[src/rtl/load_store_unit.sv]
// load_store_unit: one-at-a-time load/store stage driving a word-addressed data bus with byte enables.
// Latency: aligned access responds the cycle after mem_ack (or timeout); misaligned responds the cycle after accept.
// Backpressure: req_ready only in IDLE; mem_req is held with stable address/enables until mem_ack or timeout.
module load_store_unit #(
  parameter int TIMEOUT = 16
) (
  input  logic        clk,
  input  logic        rst_n,
  input  logic        req_valid,
  output logic        req_ready,
  input  logic [2:0]  req_op,
  input  logic [31:0] req_addr,
  input  logic [31:0] req_wdata,
  input  logic [4:0]  req_rd,
  output logic        mem_req,
  output logic        mem_we,
  output logic [31:0] mem_addr,
  output logic [3:0]  mem_be,
  output logic [31:0] mem_wdata,
  input  logic        mem_ack,
  input  logic [31:0] mem_rdata,
  output logic        resp_valid,
  output logic [31:0] resp_rdata,
  output logic [4:0]  resp_rd,
  output logic        resp_exc,
  output logic [4:0]  resp_exccode,
  output logic [31:0] resp_badvaddr
);

  localparam int CW = (TIMEOUT < 2) ? 1 : $clog2(TIMEOUT);
  // Last counter value before the bus is declared dead (unused when TIMEOUT is 0).
  localparam logic [CW-1:0] TO_LAST = CW'(TIMEOUT - 1);

  localparam logic [2:0] OP_LB  = 3'd0;
  localparam logic [2:0] OP_LBU = 3'd1;
  localparam logic [2:0] OP_LH  = 3'd2;
  localparam logic [2:0] OP_LHU = 3'd3;
  localparam logic [2:0] OP_SB  = 3'd5;
  localparam logic [2:0] OP_SH  = 3'd6;

  localparam logic [4:0] EXC_ADEL = 5'd4;
  localparam logic [4:0] EXC_ADES = 5'd5;
  localparam logic [4:0] EXC_DBE  = 5'd7;

  typedef enum logic [1:0] {
    S_IDLE,
    S_WAIT,
    S_RESP
  } state_t;

  state_t state, state_nxt;

  logic [2:0]    op_q;
  logic [31:0]   addr_q;
  logic [4:0]    rd_q;
  logic [CW-1:0] cnt;

  logic [1:0]    in_size;   // 0 byte, 1 halfword, 2 word
  logic          in_store;
  logic          in_misal;
  logic [3:0]    in_be;
  logic [31:0]   in_wdata;
  logic          st_q;
  logic [7:0]    lane_b;
  logic [15:0]   lane_h;
  logic [31:0]   ld_data;
  logic          to_hit;
  logic          accept;

  assign req_ready = (state == S_IDLE);
  assign accept    = req_ready && req_valid;
  assign in_store  = req_op[2] & (req_op[1] | req_op[0]);
  assign st_q      = op_q[2] & (op_q[1] | op_q[0]);
  assign to_hit    = (TIMEOUT != 0) && (cnt == TO_LAST) && !mem_ack;

  // Access size of the incoming op.
  always_comb begin
    in_size = 2'd2;
    case (req_op)
      OP_LB, OP_LBU, OP_SB: in_size = 2'd0;
      OP_LH, OP_LHU, OP_SH: in_size = 2'd1;
      default:              in_size = 2'd2;
    endcase
  end

  // Alignment check, byte enables and lane-replicated store data for the incoming request.
  always_comb begin
    in_misal = 1'b0;
    in_be    = 4'b1111;
    in_wdata = req_wdata;
    case (in_size)
      2'd0: begin
        in_be    = 4'b0001 << req_addr[1:0];
        in_wdata = {4{req_wdata[7:0]}};
      end
      2'd1: begin
        in_misal = req_addr[0];
        in_be    = req_addr[1] ? 4'b1100 : 4'b0011;
        in_wdata = {2{req_wdata[15:0]}};
      end
      default: begin
        in_misal = |req_addr[1:0];
      end
    endcase
  end

  // Lane selection and sign/zero extension of the returned word.
  always_comb begin
    lane_b  = mem_rdata[{addr_q[1:0], 3'b000} +: 8];
    lane_h  = addr_q[1] ? mem_rdata[31:16] : mem_rdata[15:0];
    ld_data = mem_rdata;
    case (op_q)
      OP_LB:   ld_data = {{24{lane_b[7]}}, lane_b};
      OP_LBU:  ld_data = {24'b0, lane_b};
      OP_LH:   ld_data = {{16{lane_h[15]}}, lane_h};
      OP_LHU:  ld_data = {16'b0, lane_h};
      default: ld_data = mem_rdata;
    endcase
  end

  // State register.
  always_ff @(posedge clk or negedge rst_n) begin
    if (!rst_n) state <= S_IDLE;
    else        state <= state_nxt;
  end

  // Next-state logic: misaligned skips the bus; WAIT ends on ack or timeout.
  always_comb begin
    state_nxt = state;
    case (state)
      S_IDLE: begin
        if (req_valid) state_nxt = in_misal ? S_RESP : S_WAIT;
      end
      S_WAIT: begin
        if (mem_ack || to_hit) state_nxt = S_RESP;
      end
      S_RESP:  state_nxt = S_IDLE;
      default: state_nxt = S_IDLE;
    endcase
  end

  // Request capture, bus drive, timeout count and one-cycle response registers.
  always_ff @(posedge clk or negedge rst_n) begin
    if (!rst_n) begin
      op_q          <= 3'd0;
      addr_q        <= 32'd0;
      rd_q          <= 5'd0;
      cnt           <= '0;
      mem_req       <= 1'b0;
      mem_we        <= 1'b0;
      mem_addr      <= 32'd0;
      mem_be        <= 4'd0;
      mem_wdata     <= 32'd0;
      resp_valid    <= 1'b0;
      resp_rdata    <= 32'd0;
      resp_rd       <= 5'd0;
      resp_exc      <= 1'b0;
      resp_exccode  <= 5'd0;
      resp_badvaddr <= 32'd0;
    end else begin
      // Response fields live for exactly one cycle unless set below.
      resp_valid    <= 1'b0;
      resp_rdata    <= 32'd0;
      resp_rd       <= 5'd0;
      resp_exc      <= 1'b0;
      resp_exccode  <= 5'd0;
      resp_badvaddr <= 32'd0;
      if (accept) begin
        op_q   <= req_op;
        addr_q <= req_addr;
        rd_q   <= req_rd;
        if (in_misal) begin
          resp_valid    <= 1'b1;
          resp_rd       <= req_rd;
          resp_exc      <= 1'b1;
          resp_exccode  <= in_store ? EXC_ADES : EXC_ADEL;
          resp_badvaddr <= req_addr;
        end else begin
          cnt       <= '0;
          mem_req   <= 1'b1;
          mem_we    <= in_store;
          mem_addr  <= {req_addr[31:2], 2'b00};
          mem_be    <= in_be;
          mem_wdata <= in_wdata;
        end
      end else if (state == S_WAIT) begin
        if (mem_ack) begin
          mem_req    <= 1'b0;
          resp_valid <= 1'b1;
          resp_rd    <= rd_q;
          resp_rdata <= st_q ? 32'd0 : ld_data;
        end else if (to_hit) begin
          mem_req       <= 1'b0;
          resp_valid    <= 1'b1;
          resp_rd       <= rd_q;
          resp_exc      <= 1'b1;
          resp_exccode  <= EXC_DBE;
          resp_badvaddr <= addr_q;
        end else begin
          cnt <= cnt + CW'(1);
        end
      end
    end
  end

endmodule

[config.mk]
export PLATFORM = sky130hd
export DESIGN_NAME = load_store_unit
export DESIGN_NICKNAME = d
export VERILOG_FILES = /design/src/rtl/load_store_unit.sv
export SDC_FILE = /design/constraint.sdc
export NUM_CORES = 1
export LEC_CHECK = 0
export BUFFER_PORTS_ARGS = -buffer_cell sky130_fd_sc_hd__buf_2
export CAP_MARGIN = 10
export CORE_MARGIN = 2
export CORE_UTILIZATION = 46
export CTS_BUF_LIST = sky130_fd_sc_hd__clkbuf_4 sky130_fd_sc_hd__clkbuf_8 sky130_fd_sc_hd__clkbuf_16
export DETAILED_ROUTE_END_ITERATION = 8
export PLACE_DENSITY_LB_ADDON = 0.1
export SKIP_CTS_REPAIR_TIMING = 1
export SLEW_MARGIN = 15
export SYNTH_ARGS = -nofsm -noshare
export SYNTH_HDL_FRONTEND = slang
export SYNTH_SLANG_ARGS = --single-unit
[constraint.sdc]
create_clock -name clk -period 1.58 [get_ports clk]
set_input_delay 0.237 -clock clk [delete_from_list [all_inputs] [get_ports clk]]
set_output_delay 0.237 -clock clk [all_outputs]
set_load 0.02 [all_outputs]
== Word-level counts from Yosys, hierarchy flattened ==
Cells that the tools add are included.

* Flip-flop bits (word level): 190
* Bits of input ports: 108
* Output and inout bits: 147
* Logic and storage cells: 106

* $add $sub $neg: 1
* Equal/unequal tests: 16
* Shift operators: 2
* Mux-type cells: 49
* Bitwise operators: 5
* Reduce and logical (&&, ||, !) cells: 17

{| class="wikitable"
|+ Operators with widths
! operator !! count
|-
| two-way mux 32 bit || 9
|-
| one-hot mux 32 bit (4 select lines) || 1
|-
| one-hot mux 32 bit (2 select lines) || 1
|-
| indexed part select 32 x 6 -> 8 bit || 1
|-
| two-way mux 5 bit || 6
|-
| two-way mux 4 bit || 6
|-
| two-way mux 16 bit || 1
|-
| two-way mux 1 bit || 14
|-
| equality test 3 x 2 -> 1 bit, second input constant || 4
|-
| two-way mux 3 bit || 4
|-
| one-hot mux 2 bit (2 select lines) || 2
|-
| one-hot mux 4 bit (2 select lines) || 1
|-
| equality test 3 x 1 -> 1 bit, second input constant || 2
|-
| equality test 3 bit, second input constant || 2
|-
| zero test 3 bit || 2
|-
| two-way mux 2 bit || 3
|-
| != test 2 bit, second input constant || 3
|-
| OR reduction 3 bit || 2
|-
| adder 4 x 1 -> 4 bit, second input constant || 1
|-
| equality test 2 x 1 -> 1 bit, second input constant || 2
|-
| equality test 4 bit, second input constant || 1
|-
| zero test 2 bit || 2
|-
| != test 2 x 1 -> 1 bit, second input constant || 2
|-
| AND reduction 2 bit || 2
|-
| other kinds (13) || 16
|}

== Longest topological paths before layout ==
* Depth after elaboration: 8
* Gate-level depth with buffers: 7
* Gate-level depth less buffers: 5

== Least setup slack after synthesis ==
Ideal clock, no wire load.

* Kind: reg2reg
* From: register state[1]
* To: register mem_addr[10]
* Library setup time: 125 ps
* Arrival time: 1659 ps
* Required time: 1455 ps
* Setup slack: -203 ps
* Stages on the path, launching flop included: 7
* Buffers on the path: 2
* Period minus slack after synthesis: 1783 ps
* Cell sequence: dfrtp_1 nor2_1 and2_1 buf_2 o21ai_2 buf_2 mux2_2

* Longest elaborated chain between the ends: 3

{| class="wikitable"
|+ Ends and longest elaborated chain
! element !! RTL line !! RTL
|-
| start, declared || 51 || <nowiki>state_t state, state_nxt;</nowiki>
|-
| start signal, assigned || 124 || <nowiki>else state <= state_nxt;</nowiki>
|-
| zero test 2 bit || 70 || <nowiki>assign req_ready = (state == S_IDLE);</nowiki>
|-
| via req_ready || 10 || <nowiki>output logic req_ready,</nowiki>
|-
| logical AND 1 bit || 71 || <nowiki>assign accept = req_ready && req_valid;</nowiki>
|-
| AND reduction 2 bit (no line) || -- ||
|-
| end signal, assigned || 182 || <nowiki>mem_addr <= {req_addr[31:2], 2'b00};</nowiki>
|-
| end, declared || 17 || <nowiki>output logic [31:0] mem_addr,</nowiki>
|}

The timed path passes the listed nets, and every way through them passes these cells.
A chain may end at the register's enable or synchronous reset.

== Worst setup path in the final report ==
* From: register addr_q[1]
* To: register resp_rdata[28]

* Longest elaborated chain between the ends: 6
* Elaborated cells between the ends (all ways): 7
* Classes of those cells: shift: 1; mux: 6

{| class="wikitable"
|+ Ends and longest elaborated chain
! element !! RTL line !! RTL
|-
| start, declared || 54 || <nowiki>logic [31:0] addr_q;</nowiki>
|-
| start signal, assigned || 170 || <nowiki>addr_q <= req_addr;</nowiki>
|-
| indexed part select 32 x 6 -> 8 bit / two-way mux 16 bit (equally long branches) || 109, 110 ||
|-
| one-hot mux 32 bit (4 select lines) (*) || 112 || <nowiki>case (op_q)</nowiki>
|-
| two-way mux 32 bit (*) || 191 || <nowiki>resp_rdata <= st_q ? 32'd0 : ld_data;</nowiki>
|-
| two-way mux 32 bit (*) || 187 || <nowiki>if (mem_ack) begin</nowiki>
|-
| two-way mux 32 bit (*) || 186 || <nowiki>end else if (state == S_WAIT) begin</nowiki>
|-
| two-way mux 32 bit (*) || 168 || <nowiki>if (accept) begin</nowiki>
|-
| end signal, assigned || 191 ||
|-
| end, declared || 23 || <nowiki>output logic [31:0] resp_rdata,</nowiki>
|}

Every way passes the cells marked *; elsewhere a longest branch is shown, timed or not.

==> flow_metrics.py <==
metrics = {
    "sta": {
        "final_hold_viol_count": 0,
        "fin_skew_ps": 13.6,
        "fin_ws_ps": -31.9,
        "max_freq_ghz": 0.620,
        "min_period_ps": 1610,
        "min_period_over_period": 1.02,
        "tns_ps": -199,
        "drv_slew": 0,
        "setup_viol": 12,
        "rsz0062_at_grt": "true",
    },
    "die": {
        "ioPinCount": 255,
        "coreArea_um2": 16600,
        "fp.dieH_um": 134,
        "rows": 47,
        "die_w_um": 134,
        "start_util": 0.471,
        "die-area_um2": 18000,
    },
    "logic_synthesis": {
        "netlist_area_um2": 7810,
        "ys_seq_area_frac": 0.599,
        "ys.flop_type": "dfrtp_1",
        "synth_top_area_cell": "dfrtp_1",
        "ys_types": 44,
        "netlist.area_leader.share": 0.599,
        "ys_ff_latch": 187,
        "synthTopCellsByArea": "dfrtp_1, mux2_2, nand2_1, a22o_1, mux2i_1",
        "synth-edff-count": 0,
        "ys_warn_count": 0,
        "synth.avg_cell_area_um2": 11.8,
        "postSynthCellCount": 661,
        "postSynth.asyncResetShare": 1.00,
    },
    "setup_path": {
        "worstPathArrival_ps": 1920,
        "worstSetupEndpointType": "flip-flop",
        "crit_type": "flip-flop to flip-flop",
        "worstSetupStartpointType": "flip-flop",
        "path_max_fanout": 6,
        "cp_data_required_time_ps": 1890,
    },
    "job": {
        "cap_violations": 0,
    },
    "power": {
        "ir_drop_mv": 1.02,
        "seqPwrFrac": 0.381,
        "p_leak_nw": 5.61,
        "p_switching_w": 0.00686,
        "powerDensity_nw_per_um2": 1720,
        "switching_share": 0.368,
        "internal-power_w": 0.0118,
        "power_w": 0.0186,
        "clkPwrFrac": 0.232,
        "combPwrFrac": 0.387,
    },
    "final_layout": {
        "final_common_cell": "buf_2",
        "fin_util": 0.654,
        "drive_gt1_frac": 0.496,
        "design_area_um2": 10800,
        "final_cell_mix": "buf_2, dfrtp_1, nand2_1, mux2_2, buf_4",
        "synthToLayoutAreaGrowth_pct": 38.8,
        "post_layout_nonfiller_instances": 1194,
        "nNetsFinal": 1069,
    },
    "cts": {
        "cts_buffer_depth": 2,
        "clock_latency_ps": 430,
        "path_clk_slew_ps": 80,
        "tritoncts": "yes",
        "clkSinkCount": 187,
        "htreeDepth": 4,
        "cts_root_buffer": "clkbuf_16",
        "cts_made_buffers": 17,
    },
    "placement": {
        "place_inst": 1143,
        "dp_hpwl_um": 14400,
        "place_area_um2": 9690,
        "io_buffer_count": 250,
        "gp_congestion": 0.830,
    },
    "routing": {
        "drtAntennaViolNets": 0,
        "drt_iter0_drc": 270,
        "firstDrtPassIters": 4,
        "vias_per_cell": 5.18,
        "post_drt_wl_per_cell_um": 17.3,
        "drcViolationCount": 0,
        "wl_um": 20700,
        "num_vias": 6181,
    },
    "grt": {
        "grt_start_max_net_pins": 47,
        "grt_pass1_vias": 6079,
        "track_usage": 0.219,
        "grt_overflow": 0,
        "antenna_found_initial": 2,
        "grt_pass1_wl_um": 31100,
    },
    "status": {
        "status": "finished with violations",
        "violations": "setup timing",
    },
    "hold_path": {
        "hp-class": "input pin to flip-flop",
    },
}
[power groups by stage]
stage	logic, W	registers (W)	clock network, W
global route	0.00775	0.00728	0.00462
finish	0.00721	0.00709	0.00431
detailed placement	0.00630	0.00714	0
global placement	0.00614	0.00706	0
floorplan	0.00265	0.00835	0
CTS	0.00632	0.00706	0.00441
[worst paths after layout]
kind                                   startpoint                       end  slack, ps  cells past startpoint
setup / recovery            addr_q[1]$_DFFE_PN0P_  resp_rdata[28]$_DFF_PN0_        -30                      6
hold / removal                        req_addr[9]     addr_q[9]$_DFFE_PN0P_         20                      3
setup reg to reg            addr_q[1]$_DFFE_PN0P_  resp_rdata[28]$_DFF_PN0_        -30                      6
hold reg to reg            addr_q[27]$_DFFE_PN0P_    addr_q[27]$_DFFE_PN0P_        480                      2
max in group asynchronous                   rst_n      resp_valid$_DFF_PN0_        670                      3
min in group asynchronous                   rst_n  mem_addr[19]$_DFFE_PN0P_        310                      2
[synth_stat cells (11+ instances only)]
cell / number
nor2_1: 11
dfrtp_1: 187
clkbuf_1: 19
a21oi_1: 27
inv_1: 12
nand2_1: 144
mux2_2: 82
nor3_1: 20
mux2i_1: 16
o21ai_0: 12
nor2b_1: 18
a22o_1: 30
[layout make-up]
cell class | count | area [µm²]
diodes | 1 | 2.50
inverters | 12 | 45.0
well taps | 220 | 275
flip-flops and latches | 187 | 4680
clock inverters | 14 | 179
multi-input cells | 422 | 3170
repair buffers | 320 | 2060
clock buffers | 18 | 433
fillers | 1332 | 5740
[cells by family (layout without fill, tap and decap cells)]
kind of cell	count (synthesis)	in the layout	synth area share
multiplexers	101	101	0.145
flip-flops	187	187	0.599
adder cells (fa/ha/maj)	1	1	0.00160
XOR/XNOR	3	3	0.00433
AO/OA/AOI/OAI	98	98	0.0934
AND/OR/NAND/NOR	215	215	0.121
buffers and inverters	55	364	0.0344
other	1	5	0.000480
[per-stage QoR]
stage,hold slack [ps],setup slack (ps)
5_1_grt,17.5,-79.1
6_report,21.3,-31.9
4_1_cts,-247,-146
2_1_floorplan,-58.6,-15.5
3_5_place_dp,216,-251
3_3_place_gp,216,-191
[registers in the layout, indices dropped and copies added, names as in the netlist]
name / cells
resp_exccode: 3
resp_rd: 5
mem_we: 1
resp_badvaddr: 32
rd_q: 5
mem_addr: 30
state: 2
mem_be: 4
resp_rdata: 32
mem_wdata: 32
addr_q: 32
cnt: 4
resp_valid: 1
mem_req: 1
op_q: 3
[layer usage]
metal	global-route usage	vias to the layer above	wire (µm)
li1	-	2884	-
met5	0	-	12
met2	0.363	201	10200
met1	0.284	3065	8960
met3	0.0510	29	1150
met4	0.0731	2	370
[worst max-delay path, stage by stage (launching register included)]
cell,delay [ps]
dfrtp_1,410
buf_6,150
mux2_4,320
o211ai_1,240
buf_4,180
buf_6,130
a21oi_2,60
No activity file was read; power rests on OpenSTA's default activity.
